--- src/rtl/fixed_point_pkg.sv ---
// Shared types and arithmetic helpers for the fixed-point frame accumulator.
package fixed_point_pkg;

  typedef enum logic [1:0] {
    IDLE = 2'd0,
    ACC  = 2'd1,
    DONE = 2'd2
  } state_t;

  // Operand container for the width-generic helpers; callers sign-extend into it.
  localparam int OP_W = 32;
  localparam logic signed [OP_W:0] ONE_W = 33'sd1;

  function automatic logic signed [OP_W:0] max_val(input int width);
    return (ONE_W <<< (width - 1)) - ONE_W;
  endfunction

  function automatic logic signed [OP_W:0] min_val(input int width);
    return -(ONE_W <<< (width - 1));
  endfunction

  // Returns {ovf, sum}: sum clamped to the signed range of 'width' bits.
  function automatic logic [OP_W:0] sat_add(input logic signed [OP_W-1:0] a,
                                            input logic signed [OP_W-1:0] b,
                                            input int width);
    logic signed [OP_W:0] s;
    logic signed [OP_W:0] r;
    logic                 ovf;
    s   = {a[OP_W-1], a} + {b[OP_W-1], b};
    ovf = (s > max_val(width)) || (s < min_val(width));
    r   = s;
    if (s > max_val(width))      r = max_val(width);
    else if (s < min_val(width)) r = min_val(width);
    return {ovf, r[OP_W-1:0]};
  endfunction

endpackage

--- src/rtl/fixed_point_acc_if.sv ---
// Sample stream in / frame result out bundle for fixed_point_acc.
interface fixed_point_acc_if #(
  parameter int WIDTH   = 8,
  parameter int MAX_LEN = 16
);
  localparam int CNT_W = $clog2(MAX_LEN + 1);

  logic signed [WIDTH-1:0] VALUE_IN;
  logic                    VALID_IN;
  logic                    OVERFLOW_IN;
  logic                    LAST_IN;
  logic                    READY_IN;
  logic signed [WIDTH-1:0] ACC_OUT;
  logic                    VALID_OUT;
  logic [CNT_W-1:0]        COUNT_OUT;
  logic                    OVERFLOW_OUT;
  logic                    DROP_OUT;

  modport master (
    output VALUE_IN, VALID_IN, OVERFLOW_IN, LAST_IN, READY_IN,
    input  ACC_OUT, VALID_OUT, COUNT_OUT, OVERFLOW_OUT, DROP_OUT
  );

  modport slave (
    input  VALUE_IN, VALID_IN, OVERFLOW_IN, LAST_IN, READY_IN,
    output ACC_OUT, VALID_OUT, COUNT_OUT, OVERFLOW_OUT, DROP_OUT
  );
endinterface

--- src/rtl/fixed_point_acc.sv ---
// Frame accumulator: sums a sample frame and holds the total under valid/ready.
// Build option FIXED_POINT_ACC_SAT_EN: saturate the running sum instead of wrapping.
module fixed_point_acc
  import fixed_point_pkg::*;
#(
  parameter int WIDTH   = 8,
  parameter int MAX_LEN = 16
) (
  input logic               CLK,
  input logic               RSTN,
  fixed_point_acc_if.slave  bus
);
  localparam int CNT_W = $clog2(MAX_LEN + 1);

  state_t                  state, state_n;
  logic signed [WIDTH-1:0] acc, acc_n;
  logic [CNT_W-1:0]        cnt, cnt_n;
  logic                    ovf, ovf_n;
  logic                    drop, drop_n;

  logic [OP_W:0]           add_r;
  logic                    add_ovf;
  logic signed [WIDTH-1:0] add_sum;
  logic                    load;

  assign add_r   = sat_add(OP_W'(acc), OP_W'(bus.VALUE_IN), WIDTH);
  assign add_ovf = add_r[OP_W];

`ifdef FIXED_POINT_ACC_SAT_EN
  logic unused_hi;
  assign unused_hi = ^add_r[OP_W-1:WIDTH];
  assign add_sum   = add_r[WIDTH-1:0];
`else
  logic unused_sum;
  assign unused_sum = ^add_r[OP_W-1:0];
  assign add_sum    = acc + bus.VALUE_IN;
`endif

  // A frame opens from IDLE, or from DONE in the very cycle its result is taken.
  assign load = bus.VALID_IN &&
                ((state == IDLE) || ((state == DONE) && bus.READY_IN));

  always_comb begin
    state_n = state;
    acc_n   = acc;
    cnt_n   = cnt;
    ovf_n   = ovf;
    drop_n  = 1'b0;
    if (load) begin
      acc_n   = bus.VALUE_IN;
      cnt_n   = CNT_W'(1);
      ovf_n   = bus.OVERFLOW_IN;
      state_n = (bus.LAST_IN || (MAX_LEN == 1)) ? DONE : ACC;
    end else begin
      case (state)
        ACC: begin
          if (bus.VALID_IN) begin
            acc_n = add_sum;
            cnt_n = cnt + 1'b1;
            ovf_n = ovf | bus.OVERFLOW_IN | add_ovf;
            if (bus.LAST_IN || (cnt_n == CNT_W'(MAX_LEN))) state_n = DONE;
          end
        end
        DONE: begin
          if (bus.READY_IN)      state_n = IDLE;
          else if (bus.VALID_IN) drop_n  = 1'b1;
        end
        default: state_n = IDLE;
      endcase
    end
  end

  always_ff @(posedge CLK) begin
    if (!RSTN) begin
      state <= IDLE;
      acc   <= '0;
      cnt   <= '0;
      ovf   <= 1'b0;
      drop  <= 1'b0;
    end else begin
      state <= state_n;
      acc   <= acc_n;
      cnt   <= cnt_n;
      ovf   <= ovf_n;
      drop  <= drop_n;
    end
  end

  assign bus.ACC_OUT      = acc;
  assign bus.VALID_OUT    = (state == DONE);
  assign bus.COUNT_OUT    = cnt;
  assign bus.OVERFLOW_OUT = ovf;
  assign bus.DROP_OUT     = drop;

endmodule
--- src/flat_wrapper.sv ---
// flat-port wrapper written by rule: the top's interface ports become plain ports
module fixed_point_acc_flat import fixed_point_pkg::*;
#(
  parameter int WIDTH   = 8,
  parameter int MAX_LEN = 16
)
  (CLK, RSTN, bus_VALUE_IN, bus_VALID_IN, bus_OVERFLOW_IN, bus_LAST_IN, bus_READY_IN, bus_ACC_OUT, bus_VALID_OUT, bus_COUNT_OUT, bus_OVERFLOW_OUT, bus_DROP_OUT);
  fixed_point_acc_if #(.WIDTH(WIDTH), .MAX_LEN(MAX_LEN)) bus_i ();
  input logic CLK;
  input logic RSTN;
  input wire logic [$bits(bus_i.VALUE_IN)-1:0] bus_VALUE_IN;
  input wire logic [$bits(bus_i.VALID_IN)-1:0] bus_VALID_IN;
  input wire logic [$bits(bus_i.OVERFLOW_IN)-1:0] bus_OVERFLOW_IN;
  input wire logic [$bits(bus_i.LAST_IN)-1:0] bus_LAST_IN;
  input wire logic [$bits(bus_i.READY_IN)-1:0] bus_READY_IN;
  output wire logic [$bits(bus_i.ACC_OUT)-1:0] bus_ACC_OUT;
  output wire logic [$bits(bus_i.VALID_OUT)-1:0] bus_VALID_OUT;
  output wire logic [$bits(bus_i.COUNT_OUT)-1:0] bus_COUNT_OUT;
  output wire logic [$bits(bus_i.OVERFLOW_OUT)-1:0] bus_OVERFLOW_OUT;
  output wire logic [$bits(bus_i.DROP_OUT)-1:0] bus_DROP_OUT;
  assign bus_i.VALUE_IN = bus_VALUE_IN;
  assign bus_i.VALID_IN = bus_VALID_IN;
  assign bus_i.OVERFLOW_IN = bus_OVERFLOW_IN;
  assign bus_i.LAST_IN = bus_LAST_IN;
  assign bus_i.READY_IN = bus_READY_IN;
  assign bus_ACC_OUT = bus_i.ACC_OUT;
  assign bus_VALID_OUT = bus_i.VALID_OUT;
  assign bus_COUNT_OUT = bus_i.COUNT_OUT;
  assign bus_OVERFLOW_OUT = bus_i.OVERFLOW_OUT;
  assign bus_DROP_OUT = bus_i.DROP_OUT;
  fixed_point_acc #(.WIDTH(WIDTH), .MAX_LEN(MAX_LEN)) u_core (.CLK(CLK), .RSTN(RSTN), .bus(bus_i));
endmodule
--- config.mk ---
export PLATFORM = sky130hd
export DESIGN_NAME = fixed_point_acc_flat
export DESIGN_NICKNAME = d
export VERILOG_FILES = /design/src/rtl/fixed_point_pkg.sv /design/src/rtl/fixed_point_acc_if.sv /design/src/rtl/fixed_point_acc.sv /design/src/flat_wrapper.sv
export SDC_FILE = /design/constraint.sdc
export NUM_CORES = 1
export LEC_CHECK = 0
export BUFFER_PORTS_ARGS = -buffer_cell sky130_fd_sc_hd__buf_2
export CAP_MARGIN = 0
export CORE_MARGIN = 2
export CORE_UTILIZATION = 46
export DETAILED_ROUTE_END_ITERATION = 10
export PLACE_DENSITY = 0.84
export SETUP_SLACK_MARGIN = 0.3
export SLEW_MARGIN = 0
export SYNTH_ARGS = -nofsm -noshare
export SYNTH_HDL_FRONTEND = slang
export SYNTH_SLANG_ARGS = --single-unit
--- constraint.sdc ---
create_clock -name CLK -period 2.01 [get_ports CLK]
set_input_delay 0.402 -clock CLK [delete_from_list [all_inputs] [get_ports CLK]]
set_output_delay 0.402 -clock CLK [all_outputs]
set_load 0.01 [all_outputs]
; ---- Word level (Yosys, flattened, before mapping)
; Index checks and enable logic that the tools add are counted.
[totals]
ff_bits = 17
in_bits = 14
output_inout_bits = 16
[op_classes]
addsub = 3
order_cmp = 2
n_eq_ne = 6
mux = 16
n_bitwise = 4
n_reduce_logical = 13
[ops]
columns = op, count
row1 = $gt A33 B8 Y1 const B, 1
row2 = $lt A33 B8 Y1 const B, 1
row3 = $mux W8, 3
row4 = $mux W2, 5
row5 = $add A8 B8 Y9, 1
row6 = $add A8 B8 Y8, 1
row7 = $mux W1, 7
row8 = $ne A3 B2 Y1 const B, 2
row9 = $add A5 B1 Y5 const B, 1
row10 = $eq A5 B5 Y1 const B, 1
row11 = $pmux W2 S2, 1
row12 = $reduce_and A2 Y1, 2
row13 = $reduce_bool A2 Y1, 2
row14 = $reduce_or A4 Y1, 1
row15 = $logic_or A1 B1 Y1, 3
row16 = $ne A3 B1 Y1 const B, 1
row17 = $reduce_and A3 Y1, 1
row18 = $eq A2 B1 Y1 const B, 1
row19 = $eq A2 B2 Y1 const B, 1
row20 = $logic_and A1 B1 Y1, 2
row21 = $logic_not A2 Y1, 1
row22 = $not A1 Y1, 2
row23 = $or A1 B1 Y1, 2
row24 = $reduce_or A2 Y1, 1

; ---- Logic depth before layout (Yosys ltp)
; Gate-level depths: netlist (run 1).
[depth]
depth_word = 7
mapped_depth = 8
ltp_nobuf = 8

; ---- Worst setup path before layout (run 1)
; OpenSTA, ideal clock, no wires.
[synth_path]
kind = input -> register
start = input bus_VALUE_IN[0]
end = register u_core.acc[6] (netlist: u_core.bus.ACC_OUT[6])
arrival_ps = 1950
required_time_ps = 1893
slack_ps = -57
path_stages = 7
path_buffers = 0
path_cell_list = ha_1 -> fa_1 -> a211oi_1 -> nor2_1 -> o21a_1 -> o311a_1 -> a22o_1
[synth_via]
elab_chain_len = 4
[synth_lines]
columns = element, line
row1 = "start, declared", flat_wrapper.sv:11  ; input wire logic [$bits(bus_i.VALUE_IN)-1:0] bus_VALUE_IN;
row2 = $add A8 B8 Y8, fixed_point_acc.sv:36  ; assign add_sum = acc + bus.VALUE_IN;
row3 = $mux W8, fixed_point_acc.sv:57  ; if (bus.VALID_IN) begin
row4 = $mux W8, fixed_point_acc.sv:55  ; case (state)
row5 = $mux W8, fixed_point_acc.sv:49  ; if (load) begin
row6 = "end signal, assigned", fixed_point_acc.sv:82  ; acc <= acc_n;
row7 = "end, declared", fixed_point_acc.sv:16  ; logic signed [WIDTH-1:0] acc, acc_n;
; No other way between the ends. The select of a mux whose other input is x is not followed.
; A chain may end at the register's enable or synchronous reset.

; ---- Worst setup path after layout (run 1)
[layout_path]
start = register u_core.acc[0] (netlist: u_core.bus.ACC_OUT[0])
end = register u_core.acc[6] (netlist: u_core.bus.ACC_OUT[6])
[layout_via]
elab_chain_len = 4
[layout_lines]
columns = element, line
row1 = $add A8 B8 Y8, fixed_point_acc.sv:36
row2 = $mux W8, fixed_point_acc.sv:57
row3 = $mux W8, fixed_point_acc.sv:55
row4 = $mux W8, fixed_point_acc.sv:49
; No other way between the ends. The select of a mux whose other input is x is not followed.

==> qor.csv, run 1 <==
metric,value,unit
run_status,"complete, no violations",
power.static_leakage,0.664,nW
whs_path_depth,2,
gp_congestion,0.898,
detailedPlace.worstSlack,-0.0933,ns
initial_core_util,49.3,%
detailed_place_hpwl,2050,µm
cpMaxStageDelayCell,sky130_fd_sc_hd__dfxtp_2,
worst-path-max-fanout,3,
layout_commonest_cell,sky130_fd_sc_hd__buf_2,
numPortBuffers,29,
cts-htree-levels,1,
yosys.area.top_type_share,30.6,%
yosys_register_bits,17,
clk_path_buf_depth,2,
grt_pass1_wl,4490,µm
worst_slack,0.112,ns
start_kind,flop,
final_layout_size_suffix_gt1_share,35.3,%
async_reset_ff_share,0,%
synth_seq_area_share,30.6,%
timing.critical_path.buf_inv,0,
routed_wire_length_per_instance,14.8,µm
synthesis.nets,153,
max_clock_freq,0.527,GHz
num-nets-final,193,
setup_viol,0,
synth-edff-count,0,
fp.dieArea,2830,µm²
fin_util,65.2,%
floorplan.die.width,53.2,µm
slew_violations,0,
synth_top_flop_cell,sky130_fd_sc_hd__dfxtp_1,
detail_route.first_pass.iterations,4,
cts.sink_count,17,
cts_made_buffers,3,
power.density,609,nW/µm²
drt.antenna.violating_nets,0,
endpoint_kind,flop,
synth.cell_area,1110,µm²
clkTransAtPathRegs,0.11,ns
grt_max_degree,16,
insertion_delay,0.31,ns
finalCritPeriodShare,94.4,%
timing.slew.headroom,82.2,%
yosysWarnings,0,
worstMarginPinSlew,0.266,ns
worst_ep_required_time,2.22,ns
reg2regPathDepth,7,
clock_skew,0.00177,ns
initial_drc_count,34,
dr_total_vias,1130,
cts_tree,built,
totalPowerFinal,0.896,mW
synthDistinctLibCells,41,
drt_drc_violations_left,0,
r2r_start,u_core.bus.ACC_OUT[0]$_SDFFE_PN0P_,
worst-setup-path-type,flop to flop,
unrepaired_setup_endpoints_after_global_routing,true,
critical_path.reg2reg.endpoint,u_core.bus.ACC_OUT[6]$_SDFFE_PN0P_,
worst_path_dominant_cell_family,compound AO/OA/AOI/OAI gates,
post_synth.cell_area_avg,8.69,µm²
drt-vias-per-instance,5.79,
top_level_ports,30,
finalNonFillerCells,195,
area_growth_syn_to_layout,32.2,%
reg2reg_setup_slack,0.11,ns
max_cap_viol_count,0,
grt_antenna_before_repair,0,
clk_root_buffer_cell,sky130_fd_sc_hd__clkbuf_4,
fill_cells,183,
vdd_drop_max,0.000436,V
layout.cells.most_common_list,"29 x sky130_fd_sc_hd__buf_2, 17 x sky130_fd_sc_hd__nand2_1, 15 x sky130_fd_sc_hd__dfxtp_1, 9 x sky130_fd_sc_hd__buf_4, 8 x sky130_fd_sc_hd__nor2_1",
grt_use_total,22.0,%
core-area,2250,µm²
worstHoldPathType,input pin to flop,
synth_cells,128,
highest_cell_delay_on_the_worst_timing_path,0.36,ns
start_point_of_the_worst_min_delay_path,bus_READY_IN,
fp-row-count,17,
arrival,2.11,ns
via_count_of_the_first_global_routing_pass,1002,
num_antenna_cells,0,
floorplan.die.height,53.2,µm
critical_path.cell_chain,ha_4 -> fa_2 -> a211oi_2 -> nor2_1 -> o21a_1 -> o311a_1 -> a22o_1,
layout_min_cycle_time,1.90,ns
netlist.top_cell.by_area,sky130_fd_sc_hd__dfxtp_1,
netlist_top_cells_area,"sky130_fd_sc_hd__dfxtp_1 31%, sky130_fd_sc_hd__ha_1 11%, sky130_fd_sc_hd__nand2_1 5.7%, sky130_fd_sc_hd__xor2_1 3.9%, sky130_fd_sc_hd__a22oi_1 3.4%",
drt-total-wl,2890,µm
grt_remaining_overflow,0,
number_of_hold_slack_violations_in_the_final_timing_report,0,
min_delay_worst_endpoint,u_core.bus.DROP_OUT$_SDFF_PP0_,
post-place-cells,188,
synthesized netlist by cell type (2+ instances only):
cell type                  count
sky130_fd_sc_hd__inv_1         3
sky130_fd_sc_hd__and2_1        2
sky130_fd_sc_hd__nor2b_1       2
sky130_fd_sc_hd__xnor2_1       3
sky130_fd_sc_hd__dfxtp_1      17
sky130_fd_sc_hd__a22oi_1       5
sky130_fd_sc_hd__a21boi_0      4
sky130_fd_sc_hd__or3_1         2
sky130_fd_sc_hd__a21oi_1       7
sky130_fd_sc_hd__o21ai_0       6
sky130_fd_sc_hd__xor2_1        5
sky130_fd_sc_hd__nand2b_1      2
sky130_fd_sc_hd__buf_2         2
sky130_fd_sc_hd__nor3_1        2
sky130_fd_sc_hd__nor2_1        8
sky130_fd_sc_hd__a21o_1        2
sky130_fd_sc_hd__a211oi_1      3
sky130_fd_sc_hd__a221oi_1      2
sky130_fd_sc_hd__nand2_1      17
sky130_fd_sc_hd__a22o_1        2
sky130_fd_sc_hd__ha_1         10
sky130_fd_sc_hd__o221ai_1      2
sky130_fd_sc_hd__nand3_1       2
layer usage:
layer	global-route usage, %	share of wire [%]	routed length [µm]
met2	37.5	50	1450
met1	28.0	45	1300
met5	0	0	0
met3	3.39	2.9	85
met4	7.69	1.9	56
worst max-delay path by stage:
stage / startpoint / to / slack, ns / cells after the start
after CTS: u_core.bus.ACC_OUT[0]$_SDFFE_PN0P_ / u_core.bus.ACC_OUT[6]$_SDFFE_PN0P_ / 0.12 / 7
after global placement: bus_VALUE_IN[0] / u_core.bus.ACC_OUT[6]$_SDFFE_PN0P_ / -0.06 / 8
final: u_core.bus.ACC_OUT[0]$_SDFFE_PN0P_ / u_core.bus.ACC_OUT[6]$_SDFFE_PN0P_ / 0.11 / 7
after detailed placement: bus_VALUE_IN[0] / u_core.bus.ACC_OUT[6]$_SDFFE_PN0P_ / -0.09 / 8
after global routing: u_core.bus.ACC_OUT[0]$_SDFFE_PN0P_ / u_core.bus.OVERFLOW_OUT$_SDFFE_PN0P_ / 0.04 / 8
after floorplan: bus_VALUE_IN[0] / u_core.bus.ACC_OUT[6]$_SDFFE_PN0P_ / 0.07 / 7
timing repair:
action,CTS,global route
setup buffers,2,1
setup endpoints to repair,4,5
resized for setup,7,3
pin swaps,5,1
hold buffers,0,0
final cells by class:
class | count | area [µm²] | share of cell area (%)
Inverter | 3 | 11.3 | 0.766
Clock inverter | 1 | 5.00 | 0.340
Sequential cell | 17 | 343 | 23.3
Timing Repair Buffer | 38 | 213 | 14.5
Multi-Input combinational cell | 105 | 841 | 57.2
Clock buffer | 3 | 22.5 | 1.53
Tap cell | 28 | 35.0 | 2.38
registers in the layout, summed over array words and instances, names as in the netlist:
signal	cells
u_core.bus.OVERFLOW_OUT	1
u_core.state	2
u_core.bus.ACC_OUT	8
u_core.bus.DROP_OUT	1
u_core.bus.COUNT_OUT	5
power breakdown:
| group | leakage (nW) | internal (mW) | switching [mW] | total [mW] |
|---|---|---|---|---|
| registers | 0.140 | 0.360 | 0.0268 | 0.387 |
| clock network | 0.0177 | 0.0743 | 0.129 | 0.203 |
| logic | 0.506 | 0.152 | 0.154 | 0.305 |
| total | 0.664 | 0.586 | 0.310 | 0.896 |
logic make-up after synthesis:
group	count (synthesis)	synth area share [%]
and+or+nand+nor	42	18.6
buffers and inverters	6	2.25
xor gates and xnor gates	8	6.30
DFF	17	30.6
adders and majority gates	11	13.0
AOI/OAI and AO/OA	44	29.2
per-stage QoR:
stage / setup TNS [ns] / hold slack, ns / area (µm²)
floorplan: 0 / 0.479 / 1140
global placement: -0.0962 / 0.490 / 1350
detailed placement: -0.227 / 0.514 / 1350
CTS: 0 / 0.270 / 1440
global route: 0 / 0.290 / 1470
finish: 0 / 0.275 / 1470
No activity file was read; power rests on OpenSTA's default activity.
==> run 2, diff against run 1 <==
--- a/config.mk
+++ b/config.mk
@@ -5,12 +5,12 @@
 export SDC_FILE = /design/constraint.sdc
 export NUM_CORES = 1
 export LEC_CHECK = 0
-export BUFFER_PORTS_ARGS = -buffer_cell sky130_fd_sc_hd__buf_2
 export CAP_MARGIN = 0
 export CORE_MARGIN = 2
-export CORE_UTILIZATION = 46
+export CORE_UTILIZATION = 55
 export DETAILED_ROUTE_END_ITERATION = 10
-export PLACE_DENSITY = 0.84
+export DONT_BUFFER_PORTS = 1
+export PLACE_DENSITY = 0.83
 export SETUP_SLACK_MARGIN = 0.3
 export SLEW_MARGIN = 0
 export SYNTH_ARGS = -nofsm -noshare
==> run 2 against run 1 <==
Effect of this change:
- first-iteration DRC count down 50%
- final cell count down 17%
- clock skew down 0.00098 ns
- final area down 15%
- highest routed layer is now met3
- global-route usage up 0.39 points
==> qor.csv, run 2 (synthesis results as in run 1) <==
metric,value,unit,change
grt_remaining_overflow,0,,unchanged
clk_root_buffer_cell,sky130_fd_sc_hd__clkbuf_4,,unchanged
detail_route.first_pass.iterations,4,,unchanged
num-nets-final,160,,was 193
drt.antenna.violating_nets,0,,unchanged
number_of_hold_slack_violations_in_the_final_timing_report,0,,unchanged
finalNonFillerCells,161,,was 195
reg2regPathDepth,7,,unchanged
detailedPlace.worstSlack,-0.00308,ns,was -0.0933 ns
layout.cells.most_common_list,"17 x sky130_fd_sc_hd__nand2_1, 13 x sky130_fd_sc_hd__dfxtp_1, 9 x sky130_fd_sc_hd__ha_1, 8 x sky130_fd_sc_hd__nor2_1, 7 x sky130_fd_sc_hd__a21oi_1",,"was 29 x sky130_fd_sc_hd__buf_2, 17 x sky130_fd_sc_hd__nand2_1, 15 x sky130_fd_sc_hd__dfxtp_1, 9 x sky130_fd_sc_hd__buf_4, 8 x sky130_fd_sc_hd__nor2_1"
layout_commonest_cell,sky130_fd_sc_hd__nand2_1,,was sky130_fd_sc_hd__buf_2
max_clock_freq,0.515,GHz,was 0.527 GHz
fill_cells,173,,was 183
initial_drc_count,17,,was 34
worstMarginPinSlew,0.461,ns,was 0.266 ns
power.density,640,nW/µm²,was 609 nW/µm²
start_point_of_the_worst_min_delay_path,bus_READY_IN,,unchanged
num_antenna_cells,0,,unchanged
totalPowerFinal,0.797,mW,was 0.896 mW
number_of_flip_flops_under_the_largest_register_name,8,,unchanged
finalCritPeriodShare,96.7,%,was 94.4%
floorplan.die.width,49.0,µm,was 53.2 µm
cts_tree,built,,unchanged
vdd_drop_max,0.000374,V,was 0.000436 V
core-area,1940,µm²,was 2250 µm²
worst-setup-path-type,flop to flop,,unchanged
drt_drc_violations_left,0,,unchanged
min_delay_worst_endpoint,u_core.bus.DROP_OUT$_SDFF_PP0_,,unchanged
cts-htree-levels,1,,unchanged
run_status,"complete, no violations",,unchanged
endpoint_kind,flop,,unchanged
final_layout_size_suffix_gt1_share,17.9,%,was 35.3%
clkTransAtPathRegs,0.10,ns,was 0.11 ns
power.static_leakage,0.507,nW,was 0.664 nW
worst_slack,0.0669,ns,was 0.112 ns
worstHoldPathType,input pin to flop,,unchanged
fp-row-count,16,,was 17
timing.slew.headroom,69.3,%,was 82.2%
dr_total_vias,981,,"was 1,130"
grt_max_degree,16,,unchanged
drt-total-wl,2470,µm,was 2890 µm
fp.dieArea,2400,µm²,was 2830 µm²
via_count_of_the_first_global_routing_pass,1003,,"was 1,002"
start_kind,flop,,unchanged
critical_path.reg2reg.endpoint,u_core.bus.ACC_OUT[6]$_SDFFE_PN0P_,,unchanged
insertion_delay,0.29,ns,was 0.31 ns
drt-vias-per-instance,6.09,,was 5.79
grt_pass1_wl,4250,µm,was 4490 µm
arrival,2.13,ns,was 2.11 ns
routed_wire_length_per_instance,15.3,µm,was 14.8 µm
area_growth_syn_to_layout,11.9,%,was 32.2%
reg2reg_setup_slack,0.07,ns,was 0.11 ns
grt_antenna_before_repair,0,,unchanged
gp_congestion,0.838,,was 0.898
initial_core_util,57.3,%,was 49.3%
cts.sink_count,17,,unchanged
setup_viol,0,,unchanged
slew_violations,0,,unchanged
worst_ep_required_time,2.20,ns,was 2.22 ns
layout_min_cycle_time,1.94,ns,was 1.90 ns
floorplan.die.height,49.0,µm,was 53.2 µm
worst-path-max-fanout,3,,unchanged
r2r_start,u_core.bus.ACC_OUT[0]$_SDFFE_PN0P_,,unchanged
numPortBuffers,0,,was 29
clk_path_buf_depth,2,,unchanged
cts_made_buffers,3,,unchanged
whs_path_depth,1,,was 2
unrepaired_setup_endpoints_after_global_routing,true,,unchanged
clock_skew,0.000782,ns,was 0.00177 ns
grt_use_total,22.4,%,was 22.0%
post-place-cells,155,,was 188
top_level_ports,30,,unchanged
max_cap_viol_count,0,,unchanged
detailed_place_hpwl,1840,µm,was 2050 µm
==> run 2: worst max-delay path: stages, from the launching register on <==
cell                       delay [ns]
sky130_fd_sc_hd__dfxtp_2         0.35
sky130_fd_sc_hd__ha_4            0.16
sky130_fd_sc_hd__fa_2            0.35
sky130_fd_sc_hd__a211oi_2        0.19
sky130_fd_sc_hd__nor2_1          0.09
sky130_fd_sc_hd__o21a_1          0.21
sky130_fd_sc_hd__o311a_1         0.29
sky130_fd_sc_hd__a22o_1          0.21
==> run 2: worst max path at each step <==
stage                                                  start                              endpoint  cells past startpoint
after floorplan                              bus_VALUE_IN[0]    u_core.bus.ACC_OUT[6]$_SDFFE_PN0P_                      7
after global placement                       bus_VALUE_IN[0]    u_core.bus.ACC_OUT[6]$_SDFFE_PN0P_                      7
after detailed placement                     bus_VALUE_IN[0]    u_core.bus.ACC_OUT[6]$_SDFFE_PN0P_                      7
after CTS                 u_core.bus.ACC_OUT[0]$_SDFFE_PN0P_  u_core.bus.OVERFLOW_OUT$_SDFFE_PN0P_                      8
after global routing      u_core.bus.ACC_OUT[0]$_SDFFE_PN0P_    u_core.bus.ACC_OUT[4]$_SDFFE_PN0P_                      9
final                     u_core.bus.ACC_OUT[0]$_SDFFE_PN0P_    u_core.bus.ACC_OUT[6]$_SDFFE_PN0P_                      7
==> run 2: routing by layer <==
| layer | vias up | GRT usage, % | share of wire (%) | wire [µm] |
|---|---|---|---|---|
| met5 | - | 0 | 0 | 0 |
| li1 | 486 | - | - | - |
| met2 | 28 | 40.4 | 53 | 1320 |
| met1 | 467 | 24.9 | 39 | 971 |
| met4 | 0 | 2.86 | 0 | 0 |
| met3 | 0 | 9.82 | 7.2 | 178 |
==> run 2: timing repair <==
action / in CTS / in global routing
resized for setup: 1 / 6
endpoints found under the setup margin: 4 / 7
setup buffers: 1 / 1
pin swaps: 4 / 2
hold buffers: 0 / 0
==> run 2: through the flow <==
| stage | setup TNS (ns) | cell area, µm² | utilization [%] | hold WS [ns] |
|---|---|---|---|---|
| floorplan | 0 | 1140 | - | 0.479 |
| global placement | 0 | 1180 | 60.8 | 0.482 |
| detailed placement | -0.00308 | 1180 | 60.8 | 0.485 |
| CTS | 0 | 1210 | 62.6 | 0.163 |
| global route | -0.00251 | 1240 | 64.1 | 0.171 |
| finish | 0 | 1240 | 64.1 | 0.169 |
==> run 2: final cells by class <==
cell class                      count  area (µm²)  area share [%]
Multi-Input combinational cell    105         791            63.5
Sequential cell                    17         345            27.7
Timing Repair Buffer                5        37.5            3.02
Tap cell                           27        33.8            2.71
Clock buffer                        4        26.3            2.11
Inverter                            3        11.3           0.905
==> run 2: where the power goes <==
part / total, mW / internal [mW] / leakage, nW / switching (mW)
Clock: 0.185 / 0.0773 / 0.0150 / 0.108
Sequential: 0.394 / 0.361 / 0.141 / 0.0334
Combinational: 0.217 / 0.103 / 0.351 / 0.114
